===== src/rtl/memoria_principal_resp.sv =====
// memoria_principal_resp: main-memory responder for a write-back cache with fixed access latency.
// The optional MEM_STATS_EN macro adds the stat_rd/stat_wr access counters.
module memoria_principal_resp #(
    parameter int ADDR_W  = 5,
    parameter int DATA_W  = 3,
    parameter int LATENCY = 2
) (
    input  logic              clock,
    input  logic              reset_n,
    input  logic              req_valid,
    output logic              req_ready,
    input  logic [1:0]        req_op,
    input  logic [ADDR_W-1:0] req_addr,
    input  logic [DATA_W-1:0] req_wdata,
    input  logic [ADDR_W-1:0] wb_addr,
    input  logic [DATA_W-1:0] wb_data,
    output logic              resp_valid,
    input  logic              resp_ready,
    output logic [DATA_W-1:0] resp_rdata,
    output logic              busy
`ifdef MEM_STATS_EN
    ,
    output logic [15:0]       stat_rd,
    output logic [15:0]       stat_wr
`endif
);
    localparam int DEPTH = 1 << ADDR_W;
    localparam logic [3:0] CNT_INIT = 4'(LATENCY - 1);

    typedef enum logic [1:0] {IDLE, WB, ACC, RESP} state_t;
    typedef logic [DATA_W-1:0] mem_t [DEPTH];

    function automatic mem_t mem_init();
        mem_t m;
        for (int i = 0; i < DEPTH; i++) m[i] = DATA_W'(i);
        return m;
    endfunction

    // Power-up contents only; the array is never touched by reset.
    mem_t mem = mem_init();

    state_t              state_q, state_d;
    logic [3:0]          cnt_q, cnt_d;
    logic [1:0]          op_q, op_d;
    logic [ADDR_W-1:0]   addr_q, addr_d, wb_addr_q, wb_addr_d, wa;
    logic [DATA_W-1:0]   wdata_q, wdata_d, wb_data_q, wb_data_d, rdata_q, rdata_d, wd;
    logic                we;

    assign req_ready  = state_q == IDLE;
    assign busy       = state_q != IDLE;
    assign resp_valid = state_q == RESP;
    assign resp_rdata = rdata_q;

    // Next-state, request capture and array write-port selection.
    always_comb begin
        state_d   = state_q;
        cnt_d     = cnt_q;
        op_d      = op_q;
        addr_d    = addr_q;
        wdata_d   = wdata_q;
        wb_addr_d = wb_addr_q;
        wb_data_d = wb_data_q;
        rdata_d   = rdata_q;
        we        = 1'b0;
        wa        = wb_addr_q;
        wd        = wb_data_q;
        case (state_q)
            IDLE: if (req_valid) begin
                op_d      = req_op;
                addr_d    = req_addr;
                wdata_d   = req_wdata;
                wb_addr_d = wb_addr;
                wb_data_d = wb_data;
                cnt_d     = CNT_INIT;
                state_d   = req_op == 2'b10 ? WB : ACC;
            end
            WB: if (cnt_q == 4'd0) begin
                we      = 1'b1;
                cnt_d   = CNT_INIT;
                state_d = ACC;
            end else cnt_d = cnt_q - 4'd1;
            ACC: if (cnt_q == 4'd0) begin
                we      = op_q == 2'b01;
                wa      = addr_q;
                wd      = wdata_q;
                rdata_d = op_q == 2'b01 ? wdata_q : mem[addr_q];
                state_d = RESP;
            end else cnt_d = cnt_q - 4'd1;
            RESP: if (resp_ready) state_d = IDLE;
            default: state_d = IDLE;
        endcase
    end

    // Control and captured-request registers; reset aborts any operation in flight.
    always_ff @(posedge clock or negedge reset_n) begin
        if (!reset_n) begin
            state_q   <= IDLE;
            cnt_q     <= '0;
            op_q      <= '0;
            addr_q    <= '0;
            wdata_q   <= '0;
            wb_addr_q <= '0;
            wb_data_q <= '0;
            rdata_q   <= '0;
        end else begin
            state_q   <= state_d;
            cnt_q     <= cnt_d;
            op_q      <= op_d;
            addr_q    <= addr_d;
            wdata_q   <= wdata_d;
            wb_addr_q <= wb_addr_d;
            wb_data_q <= wb_data_d;
            rdata_q   <= rdata_d;
        end
    end

    // Storage array write port.
    always_ff @(posedge clock) begin
        if (we) mem[wa] <= wd;
    end

`ifdef MEM_STATS_EN
    logic        rd_commit;
    logic [15:0] stat_rd_q, stat_rd_d, stat_wr_q, stat_wr_d;

    assign rd_commit = state_q == ACC && cnt_q == 4'd0 && op_q != 2'b01;
    assign stat_rd   = stat_rd_q;
    assign stat_wr   = stat_wr_q;

    // Saturating access counters.
    always_comb begin
        stat_rd_d = stat_rd_q + 16'(rd_commit && stat_rd_q != 16'hFFFF);
        stat_wr_d = stat_wr_q + 16'(we && stat_wr_q != 16'hFFFF);
    end

    // Counter registers.
    always_ff @(posedge clock or negedge reset_n) begin
        if (!reset_n) begin
            stat_rd_q <= '0;
            stat_wr_q <= '0;
        end else begin
            stat_rd_q <= stat_rd_d;
            stat_wr_q <= stat_wr_d;
        end
    end
`endif
endmodule

===== config.mk =====
export PLATFORM = sky130hd
export DESIGN_NAME = memoria_principal_resp
export DESIGN_NICKNAME = d
export VERILOG_FILES = /design/src/rtl/memoria_principal_resp.sv
export SDC_FILE = /design/constraint.sdc
export NUM_CORES = 1
export LEC_CHECK = 0
export BUFFER_PORTS_ARGS = -buffer_cell sky130_fd_sc_hd__clkbuf_2
export CAP_MARGIN = 20
export CORE_UTILIZATION = 35
export CTS_CLUSTER_DIAMETER = 60
export DETAILED_ROUTE_END_ITERATION = 8
export SYNTH_ARGS = -nofsm -noshare
export SYNTH_HDL_FRONTEND = slang
export SYNTH_SLANG_ARGS = --single-unit
export TNS_END_PERCENT = 1

===== constraint.sdc =====
create_clock -name clock -period 3.65 [get_ports clock]
set_clock_uncertainty 0.2 [all_clocks]
set_input_delay 0.73 -clock clock [delete_from_list [all_inputs] [get_ports clock]]
set_output_delay 0.73 -clock clock [all_outputs]
set_load 0.02 [all_outputs]

Word level (Yosys, flattened, before mapping):

Memory sizes are Yosys's and may differ from the RTL's. A register that Yosys moved wholly into a read port is not among the register bits.
Index checks and enable logic that the tools add are counted.

* bits of input ports: 22
* output and inout bits: 6
* register bits after elaboration: 24
* memories kept: 1
* logic and storage cells: 47
* ROM bits: 0
* latch bits: 0
* memory bits (writable): 96

Memory list
* mem: words 32, bits a word 3, rd ports 1, clocked after Yosys merged registers in 1, write ports 1, RTL line 40 `mem_t mem = mem_init();`

* divide/modulo/power cells: 0
* equality and inequality tests: 10
* multiplexer cells: 19
* order comparisons: 0
* shift-type cells: 0
* add/sub/neg operators: 1
* $mul: 0
* bitwise operators: 0
* reduce and logical (&&, ||, !) cells: 9

Operators with widths (count)
* 4-bit two-way mux: 3
* 4-bit case mux with 3 select lines: 1
* 2-bit two-way mux: 5
* 5-bit two-way mux: 2
* 2-bit inequality test (second input constant): 4
* 2-bit case mux with 4 select lines: 1
* 2-bit equality test (second input constant): 3
* 3-bit two-way mux: 2
* 2-bit by 1-bit equality test with 1-bit output (second input constant): 2
* 4-bit logical NOT: 1
* 1-bit two-way mux: 4
* 2-bit AND reduction: 2
* 4-bit AND reduction: 1
* 4-bit by 1-bit subtractor with 4-bit output (second input constant): 1
* 3-bit AND reduction: 1
* 3-bit nonzero test: 1
* 2-bit logical NOT: 1
* 2-bit by 1-bit inequality test with 1-bit output (second input constant): 1
* 1-bit case mux with 2 select lines: 1
* 2-bit nonzero test: 1
* 1-bit logical NOT: 1

Depth between registers and ports, before layout:

Gate-level depths: netlist (run 1).

* depth in word-level cells: 5
* gate-level depth with buffers: 9
* mapped depth without buffers: 7

Least setup slack after synthesis (run 1):

No wires, ideal clock.

* kind: reg2reg
* from: register state_q[0]
* to: memory mem[13][0] (netlist bit) (enable)
* setup slack: 1387 ps
* period minus slack after synthesis: 2263 ps
* required time: 3131 ps
* cell stages (with the launch flop): 10
* library setup time: 319 ps
* path buffers: 2
* arrival: 1744 ps
* cell sequence: dfrtp_1 -> inv_1 -> ha_1 -> nor4bb_1 -> buf_2 -> buf_4 -> nand3_1 -> o21ai_0 -> nand2_1 -> nor2_1

* word-level cells in the longest chain between the ends: 4
* elaborated cells between the ends (all ways): 6
* classes of those cells: eq/ne: 2; mux: 4

RTL lines
* start, declared: RTL line 42 `state_t state_q, state_d;`
* start signal, assigned: RTL line 106 `state_q <= state_d;`
* 2-bit equality test / 2-bit by 1-bit equality test with 1-bit output (equally long branches): RTL line 67 `case (state_q)`
* 1-bit case mux with 2 select lines: RTL line 67
* 1-bit two-way mux: RTL line 119 `if (we) mem[wa] <= wd;`
* 1-bit two-way mux (implied by the code): RTL line 119
* end, declared: RTL line 40

Several ways; a longest one is shown, not always the timed one.

==> results of run 1 <==
## worst reg2reg max path: stages, from the launching register on
cell and delay [ps]:
dfrtp_2 850, buf_4 390, mux2i_1 100, a22oi_1 240
a21oi_1 130, nor4_1 520, a221o_1 240
## sequential cells by signal, summed over array words and instances, names as in the netlist
name	flops
addr_q	5
resp_rdata	3
wdata_q	3
op_q	2
wb_addr_q	5
mem	96
state_q	2
wb_data_q	3
cnt_q	4
## cells in the mapped netlist (all sizes together) (4+ instances only)
library cell	number	share of area [%]
mux2i	49	9.1
nor4	4	0.46
nand2b	5	0.58
o21ai	12	1.2
mux2	19	4.0
a21oi	15	1.4
edfxtp	96	54
nand3b	4	0.56
dfrtp	27	13
ha	7	1.6
nand2	25	1.7
nor2	42	2.9
a22oi	24	3.3
buf	13	1.8
inv	7	0.49
nor3b	6	0.93
## final timing paths
path	startpoint	slack, ps	to
max in group asynchronous	reset_n	2630	addr_q[0]$_DFFE_PN0P_
min in group clock	op_q[0]$_DFFE_PN0P_	320	op_q[0]$_DFFE_PN0P_
min reg2reg	op_q[0]$_DFFE_PN0P_	320	op_q[0]$_DFFE_PN0P_
max reg2reg	addr_q[0]$_DFFE_PN0P_	920	resp_rdata[0]$_DFFE_PN0P_
min	reset_n	140	wdata_q[1]$_DFFE_PN0P_
max	addr_q[0]$_DFFE_PN0P_	920	resp_rdata[0]$_DFFE_PN0P_
## power groups by stage
| stage | logic (mW) | registers, mW | clock network (mW) |
|---|---|---|---|
| finish | 1.75 | 2.15 | 1.59 |
| global route | 1.93 | 2.18 | 1.67 |
| CTS | 1.77 | 2.15 | 1.61 |
| detailed placement | 1.76 | 2.17 | 0 |
| global placement | 1.73 | 2.17 | 0 |
| floorplan | 1.33 | 2.06 | 0 |
## cell type report
| cell class | instances | share of cell area [%] |
|---|---|---|
| inverter | 7 | 0.4172 |
| clock buffer | 24 | 8.325 |
| clock inverter | 8 | 0.9140 |
| tap | 184 | 3.656 |
| sequential | 123 | 56.53 |
| multi-input combinational | 238 | 27.06 |
| timing repair buffer | 35 | 3.100 |
## stage by stage
stage	cells	worst slack [ps]	hold slack (ps)	area, sq um	util, %
CTS	619	906.7	157.4	6297	42.68
global placement	587	1003	286.6	5715	38.74
finish	619	916.2	144.3	6297	42.68
global route	619	709.4	206.0	6297	42.68
floorplan	382	1387	234.4	5385	-
detailed placement	587	908.4	305.6	5715	38.74
## layer usage
layer	up-vias	GRT usage, %
met4	0	6.945
met5	-	0
met1	1629	18.86
met2	92	25.64
li1	1536	-
met3	20	3.951
## logic make-up after synthesis
kind of cell,Yosys count,synth area share [%]
DFF,123,66.08
and+or+nand+nor,99,8.806
muxes,68,13.08
AOI/OAI and AO/OA,64,8.016
buffers and inverters,21,2.393
adders and majority gates,7,1.626
==> metrics.txt, run 1 <==
Syn Area/Cell 14.10 sq um; IO Count 28; maxcap violations 0; Tot GR Track Use 15.41%; antenna-violating nets left 0; Initial Util 36.50%; period utilization 74.90%; Highest Signal Layer met4; Die Span X 126.0 um; share of cells above drive strength 1 21.15%; Syn-to-layout area delta 16.94%; CP arrival 2880 ps; LEAKAGE 2.319 nW; Hold Vio Cnt, Final 0; clock-pin slew on the worst setup and hold paths 50 ps; Cells after Synth 382; worst skew pair latency 410 ps; setup_tns 0 ps; First-pass DRT Iterations 5; critical path buffer and inverter count 1; CP startpoint kind register; cell internal pwr 3.585 mW; Setup Crit Path Kind register to register; Post-CTS Hold Buffers 0; core area 0.01475 sq mm; Sw Pwr 1.899 mW; Tmin final 2734 ps; most common cell after layout, fill and taps aside edfxtp_1; Hold Path Class input pin to asynchronous set/reset pin; Setup Buffers After CTS 0; final max-slew violation count 0; slew margin rel. 32.03%; layout net count 451; IO buf count 27; WL met2 5607 um; Seq/Total Area, Yosys 66.08%; Site Rows 44; CTS tree done; DRC viols 0; P per Cell Area 870.9 mW/mm^2; Via density 5.294; via count 3277; critical path depth 6; vias in the first global route 3429; met3 wire len 543 um; worst reg2reg path depth 6; syn nets 411; Critical Path Sink Type register; met1 WL 5008 um; CTS Buf Count 17; Critical-path top delay cell dfrtp_2; maximum VDD drop 0.0005453 V; CP Max Fanout 25; Top FF cell, synth edfxtp_1; status finished clean; clock power share 28.9%; footprint of the multi-input gates 0.001704 sq mm; cells along the critical path buf_4, mux2i_1, a22oi_1, a21oi_1, nor4_1, a221o_1; H-tree depth 4; Mapped Area 0.005385 sq mm; Yosys cell types 40; Congestion Overflow GR 0; Clock Tree Buf Depth 2; largest net degree at the start of global routing 33; worst stage delay on the critical path 850 ps; Power, Total 5.484 mW; Yosys warning count 0; CTS sink count 123; FMAX 365.8 MHz; routability congestion estimate from global placement 0.7312; ys async rst share 21.95%; post-CTS resize count 0; Combinational Power Share 31.9%; Die Y 126.0 um; sequential power share 39.2%; DR iter-0 viols 153; synthesized flop and latch total 123; RSZ-0062 raised after global routing no; Crit path max-delay family flip-flops; initial antenna violation count 0; number of flops mapped to enable cells by yosys 96; switching share of power 34.63%; Die ar. 0.01589 sq mm; root buf cell clkbuf_16; dpl hpwl 7689 um; pin slew with the least headroom to its limit 1017 ps; fillcell total 1370; Avg WL per Cell 18.37 um; first-pass GRT wire length 18100 um; setup violators final 0; Post-Route WL 11370 um; Reg area 0.003560 sq mm; most frequent cells in the layout 96 x edfxtp_1, 49 x mux2i_1, 42 x nor2_1; # diodes 0; required time of the critical path 3800 ps
(Power assumes the default switching activity.)
==> inputs of run 2 (changes only) <==
- ABC_AREA: default -> 1
- clock period: 3.65 -> 2.7 ns (I/O delays scaled with it)
==> run 2 against run 1 <==
Final cell count rose by 40%. Die area is 6.7% higher. Clock power up 42%. First-iteration DRC count grew 49%. Largest power group is now combinational logic.
==> metrics.txt, run 2 <==
Layout Cells excl Fill 868 (was 619); Yosys warning count 0 (unchanged); CP startpoint kind register (unchanged); Hold Path Class input pin to register (was input pin to asynchronous set/reset pin); sequential power share 34.5% (was 39.2%); cells along the critical path inv_1, ha_2, nand3_4, nand2_1, o21ai_1, inv_1, nand3_1, nor2_1 (was buf_4, mux2i_1, a22oi_1, a21oi_1, nor4_1, a221o_1); synthesized flop and latch total 123 (unchanged); Yosys cell types 32 (was 40); RR Endpoint mem[10][1]$_DFFE_PP_ (was resp_rdata[0]$_DFFE_PN0P_); reg2reg setup slack 180 ps (was 920 ps); Yosys top cell area share 50.13% (was 53.53%); setup violators final 0 (unchanged); # diodes 0 (unchanged); number of flops mapped to enable cells by yosys 96 (unchanged); slew margin rel. 54.70% (was 32.03%); FMAX 396.8 MHz (was 365.8 MHz); Synth area leaders edfxtp_1 50%, dfrtp_1 12%, nand2_1 10% (was edfxtp_1 54%, dfrtp_1 13%, mux2i_1 9.1%); worst stage delay on the critical path 410 ps (was 850 ps); most frequent cells in the layout 160 x nand2_1, 96 x edfxtp_1, 87 x nand3_1 (was 96 x edfxtp_1, 49 x mux2i_1, 42 x nor2_1); IO buf count 27 (unchanged); Yosys top cell by area edfxtp_1 (unchanged); Post-Route WL 13310 um (was 11370 um); Die Span X 130.2 um (was 126.0 um); root buf cell clkbuf_16 (unchanged); CTS sink count 123 (unchanged); Clock Tree Buf Depth 2 (unchanged); Die Y 130.2 um (was 126.0 um); hold path depth 2; ys async rst share 21.95% (unchanged); CTS tree done (unchanged); cell area after layout 0.006784 sq mm (was 0.006297 sq mm); largest net degree at the start of global routing 50 (was 33); Syn Area/Cell 9.584 sq um (was 14.10 sq um); most flop-heavy register mem (unchanged); Sw Pwr 3.072 mW (was 1.899 mW); max reg flops 96 (unchanged); Syn-to-layout area delta 17.97% (was 16.94%); R2R Path Start state_q[0]$_DFFE_PN0P_ (was addr_q[0]$_DFFE_PN0P_); hold wc startpoint wb_data[0]; initial antenna violation count 0 (unchanged); clock-pin slew on the worst setup and hold paths 60 ps (was 50 ps); Crit path max-delay family simple AND/OR/NAND/NOR gates (was flip-flops); Critical-path top delay cell dfrtp_1 (was dfrtp_2); DR iter-0 viols 228 (was 153); vias in the first global route 4087 (was 3429); setup_tns 0 ps (unchanged); most frequent cell after synthesis nand2_1 (was edfxtp_1); Cells after Synth 600 (was 382); commonest cells in the netlist 160 x nand2_1, 96 x edfxtp_1, 88 x nand3_1, 79 x inv_1, 58 x nor2_1 (was 96 x edfxtp_1, 49 x mux2i_1, 42 x nor2_1, 27 x dfrtp_1, 25 x nand2_1); fillcell total 1572 (was 1370); dpl hpwl 8778 um (was 7689 um); routability congestion estimate from global placement 0.7801 (was 0.7312); CP most frequent cell inv_1; CTS Buf Count 17 (unchanged); CP arrival 2420 ps (was 2880 ps); cell internal pwr 4.804 mW (was 3.585 mW); Site Rows 46 (was 44); IO Count 28 (unchanged); first-pass GRT wire length 20290 um (was 18100 um); status finished clean (unchanged); Avg WL per Cell 15.33 um (was 18.37 um); Tmin final 2520 ps (was 2734 ps); Seq/Total Area, Yosys 61.88% (was 66.08%); Combinational Power Share 36.9% (was 31.9%); layout net count 668 (was 451); Setup Buffers After CTS 0 (unchanged); Top FF cell, synth edfxtp_1 (unchanged); DRC viols 0 (unchanged); largest registers mem: 96 flops, addr_q: 5 flops, wb_addr_q: 5 flops (unchanged); switching share of power 39.01% (was 34.63%); clock power share 28.6% (was 28.9%); Critical Path Sink Type register (unchanged); LEAKAGE 2.906 nW (was 2.319 nW); Placed Area 0.006167 sq mm (was 0.005715 sq mm); Mapped Area 0.005751 sq mm (was 0.005385 sq mm); Power, Total 7.876 mW (was 5.484 mW); Via density 4.762 (was 5.294); maxcap violations 0 (unchanged); CP Max Fanout 16 (was 25); Die ar. 0.01695 sq mm (was 0.01589 sq mm); critical path buffer and inverter count 2 (was 1); final max-slew violation count 0 (unchanged); Hold Vio Cnt, Final 0 (unchanged); worst skew pair latency 420 ps (was 410 ps); footprint of the multi-input gates 0.001795 sq mm (was 0.001704 sq mm); share of cells above drive strength 1 15.18% (was 21.15%); Setup Crit Path Kind register to register (unchanged); Hold EP wb_data_q[0]$_DFFE_PN0P_; maximum VDD drop 0.0007521 V (was 0.0005453 V); via count 4133 (was 3277); antenna-violating nets left 0 (unchanged); core area 0.01594 sq mm (was 0.01475 sq mm); Initial Util 36.07% (was 36.50%); period utilization 93.33% (was 74.90%); Placed Cells 835 (was 587); pin slew with the least headroom to its limit 679.5 ps (was 1017 ps); most common cell after layout, fill and taps aside nand2_1 (was edfxtp_1); P per Cell Area 1161 mW/mm^2 (was 870.9 mW/mm^2); syn nets 629 (was 411); First-pass DRT Iterations 4 (was 5); Reg area 0.003558 sq mm (was 0.003560 sq mm); RSZ-0062 raised after global routing no (unchanged); Congestion Overflow GR 0 (unchanged); worst reg2reg path depth 8 (was 6); required time of the critical path 2600 ps (was 3800 ps); Tot GR Track Use 16.58% (was 15.41%); H-tree depth 4 (unchanged)
-- run 2: power by group through the flow --
stage	combinational [mW]	sequential, mW	clock (mW)
5_1_grt	3.24	2.74	2.36
3_3_place_gp	2.83	2.74	0
4_1_cts	2.92	2.72	2.28
3_5_place_dp	2.90	2.75	0
6_report	2.90	2.72	2.25
2_1_floorplan	1.99	2.72	0
-- run 2: worst max-delay path by stage --
| stage | start | end | slack, ps | depth (start not counted) |
|---|---|---|---|---|
| after floorplan | state_q[0]$_DFFE_PN0P_ | mem[10][0]$_DFFE_PP_ | 500 | 9 |
| after global placement | state_q[0]$_DFFE_PN0P_ | mem[16][0]$_DFFE_PP_ | 210 | 8 |
| after detailed placement | state_q[0]$_DFFE_PN0P_ | mem[19][0]$_DFFE_PP_ | 100 | 8 |
| after CTS | state_q[0]$_DFFE_PN0P_ | mem[19][0]$_DFFE_PP_ | 70 | 8 |
| after global routing | cnt_q[0]$_DFFE_PN0P_ | mem[7][0]$_DFFE_PP_ | 20 | 9 |
| final | state_q[0]$_DFFE_PN0P_ | mem[10][1]$_DFFE_PP_ | 180 | 8 |
-- run 2: worst register-to-register path, delay by kind of cell (launching register included) --
| family | cells | cell delay (ps) |
|---|---|---|
| adder cells (fa/ha/maj) | 1 | 290 |
| AND/OR/NAND/NOR | 4 | 810 |
| buffers and inverters | 2 | 320 |
| AO/OA/AOI/OAI | 1 | 160 |
| flip-flops | 1 | 410 |
-- run 2: layer usage --
layer  track usage (%)  part of all wire [%]  up-vias
met2             28.22                    50       74
met5                 0                     0        -
li1                  -                     -     2047
met1             19.56                    43     1989
met3             4.018                   4.5       23
met4             8.276                   2.2        0
-- run 2: final cells by class --
class | instances | area share, %
inverter | 80 | 4.426
clock buffer | 17 | 6.271
multi-input combinational | 374 | 26.47
tap | 216 | 3.984
clock inverter | 15 | 2.416
timing repair buffer | 43 | 3.984
sequential | 123 | 52.45
-- run 2: stage by stage --
step	util [%]	hold WS (ps)	setup slack, ps
6_report	42.55	157.5	180.1
5_1_grt	42.55	147.1	23.53
4_1_cts	42.44	147.7	74.04
3_5_place_dp	38.68	288.3	95.93
3_3_place_gp	38.68	273.0	209.8
2_1_floorplan	-	44.41	502.2
-- run 2: timing repair --
action,in CTS,in global routing
resized for setup,0,6
endpoints found under the hold margin,27,0
hold buffers,1,0
setup endpoints to repair,0,37
-- run 2: cells by family (layout without fill, tap and decap cells) --
group	Yosys count	count (layout)	synth area share, %
XOR/XNOR	1	1	0.1523
adder cells (fa/ha/maj)	7	7	1.523
flip-flops	123	123	61.88
AND/OR/NAND/NOR	321	321	23.96
multiplexers	8	8	1.567
buffers and inverters	103	155	7.202
AO/OA/AOI/OAI	37	37	3.721
==> inputs of run 3 (changes only) <==
- clock period: 2.7 -> 2.87 ns (I/O delays scaled with it)
==> run 3 against run 2 <==
Register-to-register slack improved by 50 ps. Critical path type unchanged. Largest cell class unchanged. Combinational power fell by 4%. Die area did not move. Critical endpoint is now mem[5][0]$_DFFE_PP_.
==> metrics.txt, run 3 (synthesis gave the netlist of run 2 again) <==
LEAKAGE 2.902 nW (was 2.906 nW); DR iter-0 viols 303 (was 228); Initial Util 36.07% (unchanged); FMAX 378.9 MHz (was 396.8 MHz); cell internal pwr 4.569 mW (was 4.804 mW); core area 0.01594 sq mm (unchanged); reg2reg setup slack 230 ps (was 180 ps); share of cells above drive strength 1 15.82% (was 15.18%); max reg flops 96 (unchanged); Clock Tree Buf Depth 2 (unchanged); Crit path max-delay family simple AND/OR/NAND/NOR gates (unchanged); CTS tree done (unchanged); Setup Buffers After CTS 0 (unchanged); RR Endpoint mem[5][0]$_DFFE_PP_ (was mem[10][1]$_DFFE_PP_); Sw Pwr 2.884 mW (was 3.072 mW); critical path depth 9 (was 8); Die Y 130.2 um (unchanged); Via density 4.870 (was 4.762); CTS sink count 123 (unchanged); required time of the critical path 2760 ps (was 2600 ps); setup violators final 0 (unchanged); largest net degree at the start of global routing 50 (unchanged); clock-pin slew on the worst setup and hold paths 50 ps (was 60 ps); setup_tns 0 ps (unchanged); Critical Path Sink Type register (unchanged); Layout Cells excl Fill 867 (was 868); cells along the critical path inv_1, ha_1, nand2_1, nor2_1, nand2_1, a21boi_2, nand3_2, buf_4, nor2_1 (was inv_1, ha_2, nand3_4, nand2_1, o21ai_1, inv_1, nand3_1, nor2_1); routability congestion estimate from global placement 0.8086 (was 0.7801); CP startpoint kind register (unchanged); # diodes 0 (unchanged); RSZ-0062 raised after global routing no (unchanged); most common cell after layout, fill and taps aside nand2_1 (unchanged); switching share of power 38.70% (was 39.01%); layout net count 667 (was 668); R2R Path Start cnt_q[0]$_DFFE_PN0P_ (was state_q[0]$_DFFE_PN0P_); most flop-heavy register mem (unchanged); dpl ws 106.8 ps (was 95.93 ps); pin slew with the least headroom to its limit 748.1 ps (was 679.5 ps); Congestion Overflow GR 0 (unchanged); first-pass GRT wire length 21110 um (was 20290 um); Post-Route WL 13450 um (was 13310 um); IO Count 28 (unchanged); IO buf count 27 (unchanged); Hold Vio Cnt, Final 0 (unchanged); CTS Buf Count 17 (unchanged); final max-slew violation count 0 (unchanged); maximum VDD drop 0.0005056 V (was 0.0007521 V); Site Rows 46 (unchanged); antenna-violating nets left 0 (unchanged); Combinational Power Share 37.1% (was 36.9%); Worst Setup EP mem[5][0]$_DFFE_PP_ (was mem[10][1]$_DFFE_PP_); P per Cell Area 1098 mW/mm^2 (was 1161 mW/mm^2); worst reg2reg path depth 9 (was 8); Tmin final 2640 ps (was 2520 ps); most frequent cells in the layout 160 x nand2_1, 96 x edfxtp_1, 86 x nand3_1 (was 160 x nand2_1, 96 x edfxtp_1, 87 x nand3_1); clock power share 28.5% (was 28.6%); Tot GR Track Use 17.03% (was 16.58%); First-pass DRT Iterations 5 (was 4); Placed Cells 834 (was 835); largest registers mem: 96 flops, addr_q: 5 flops, wb_addr_q: 5 flops (unchanged); Hold Path Class input pin to asynchronous set/reset pin (was input pin to register); maxcap violations 0 (unchanged); DRC viols 0 (unchanged); vias in the first global route 4202 (was 4087); worst stage delay on the critical path 390 ps (was 410 ps); sequential power share 34.4% (was 34.5%); critical path buffer and inverter count 2 (unchanged); worst skew pair latency 410 ps (was 420 ps); Syn-to-layout area delta 18.06% (was 17.97%); H-tree depth 4 (unchanged); slew margin rel. 50.13% (was 54.70%); Die Span X 130.2 um (unchanged); dpl hpwl 8777 um (was 8778 um); via count 4222 (was 4133); Critical-path top delay cell dfrtp_1 (unchanged); critical path launch point cnt_q[0]$_DFFE_PN0P_ (was state_q[0]$_DFFE_PN0P_); status finished clean (unchanged); CP arrival 2530 ps (was 2420 ps); fillcell total 1555 (was 1572); Avg WL per Cell 15.51 um (was 15.33 um); Die ar. 0.01695 sq mm (unchanged); initial antenna violation count 0 (unchanged); Setup WS post-layout 230.5 ps (was 180.1 ps); root buf cell clkbuf_16 (unchanged); CP Max Fanout 5 (was 16); Setup Crit Path Kind register to register (unchanged); period utilization 91.97% (was 93.33%)
## run 3: cell type report
| class | count | area, sq um | share of cell area (%) |
|---|---|---|---|
| Clock inverter | 12 | 137.6 | 2.027 |
| Inverter | 80 | 300.3 | 4.423 |
| Multi-Input combinational cell | 375 | 1815 | 26.74 |
| Tap cell | 216 | 270.3 | 3.981 |
| Clock buffer | 20 | 466.7 | 6.874 |
| Sequential cell | 123 | 3558 | 52.41 |
| Timing Repair Buffer | 41 | 240.2 | 3.539 |
## run 3: what timing repair did
action                                  CTS  global route
endpoints found under the setup margin    0            60
resized for setup                         0             9
hold buffers                              0             0
## run 3: stage by stage
stage / instance area (sq um) / power (mW) / hold slack, ps / util [%]
finish: 6789 / 7.453 / 22.50 / 42.58
global route: 6789 / 7.877 / 79.79 / 42.58
CTS: 6751 / 7.440 / 43.81 / 42.35
detailed placement: 6147 / 5.294 / 285.9 / 38.56
global placement: 6147 / 5.235 / 272.3 / 38.56
floorplan: 5751 / 4.437 / 78.41 / -
## run 3: how the worst min path moves through the flow
stage	start	end	depth (start not counted)
final	reset_n	wdata_q[0]$_DFFE_PN0P_	1
after global routing	reset_n	addr_q[2]$_DFFE_PN0P_	1
after CTS	reset_n	state_q[1]$_DFFE_PN0P_	1
after detailed placement	resp_rdata[2]$_DFFE_PN0P_	resp_rdata[2]$_DFFE_PN0P_	2
after global placement	op_q[0]$_DFFE_PN0P_	op_q[0]$_DFFE_PN0P_	2
after floorplan	reset_n	addr_q[0]$_DFFE_PN0P_	0
## run 3: power by group through the flow
stage	Sequential, mW	Clock (mW)	Combinational [mW]
3_5_place_dp	2.59	0	2.70
4_1_cts	2.56	2.16	2.72
5_1_grt	2.58	2.24	3.06
6_report	2.56	2.13	2.77
2_1_floorplan	2.56	0	1.87
3_3_place_gp	2.59	0	2.65
## run 3: layer usage
layer | GRT usage (%) | up-vias | part of all wire (%)
met2 | 28.41 | 128 | 50
met4 | 9.576 | 0 | 3.9
met3 | 3.526 | 34 | 5.8
li1 | - | 2047 | -
met1 | 20.54 | 2013 | 41
met5 | 0 | - | 0
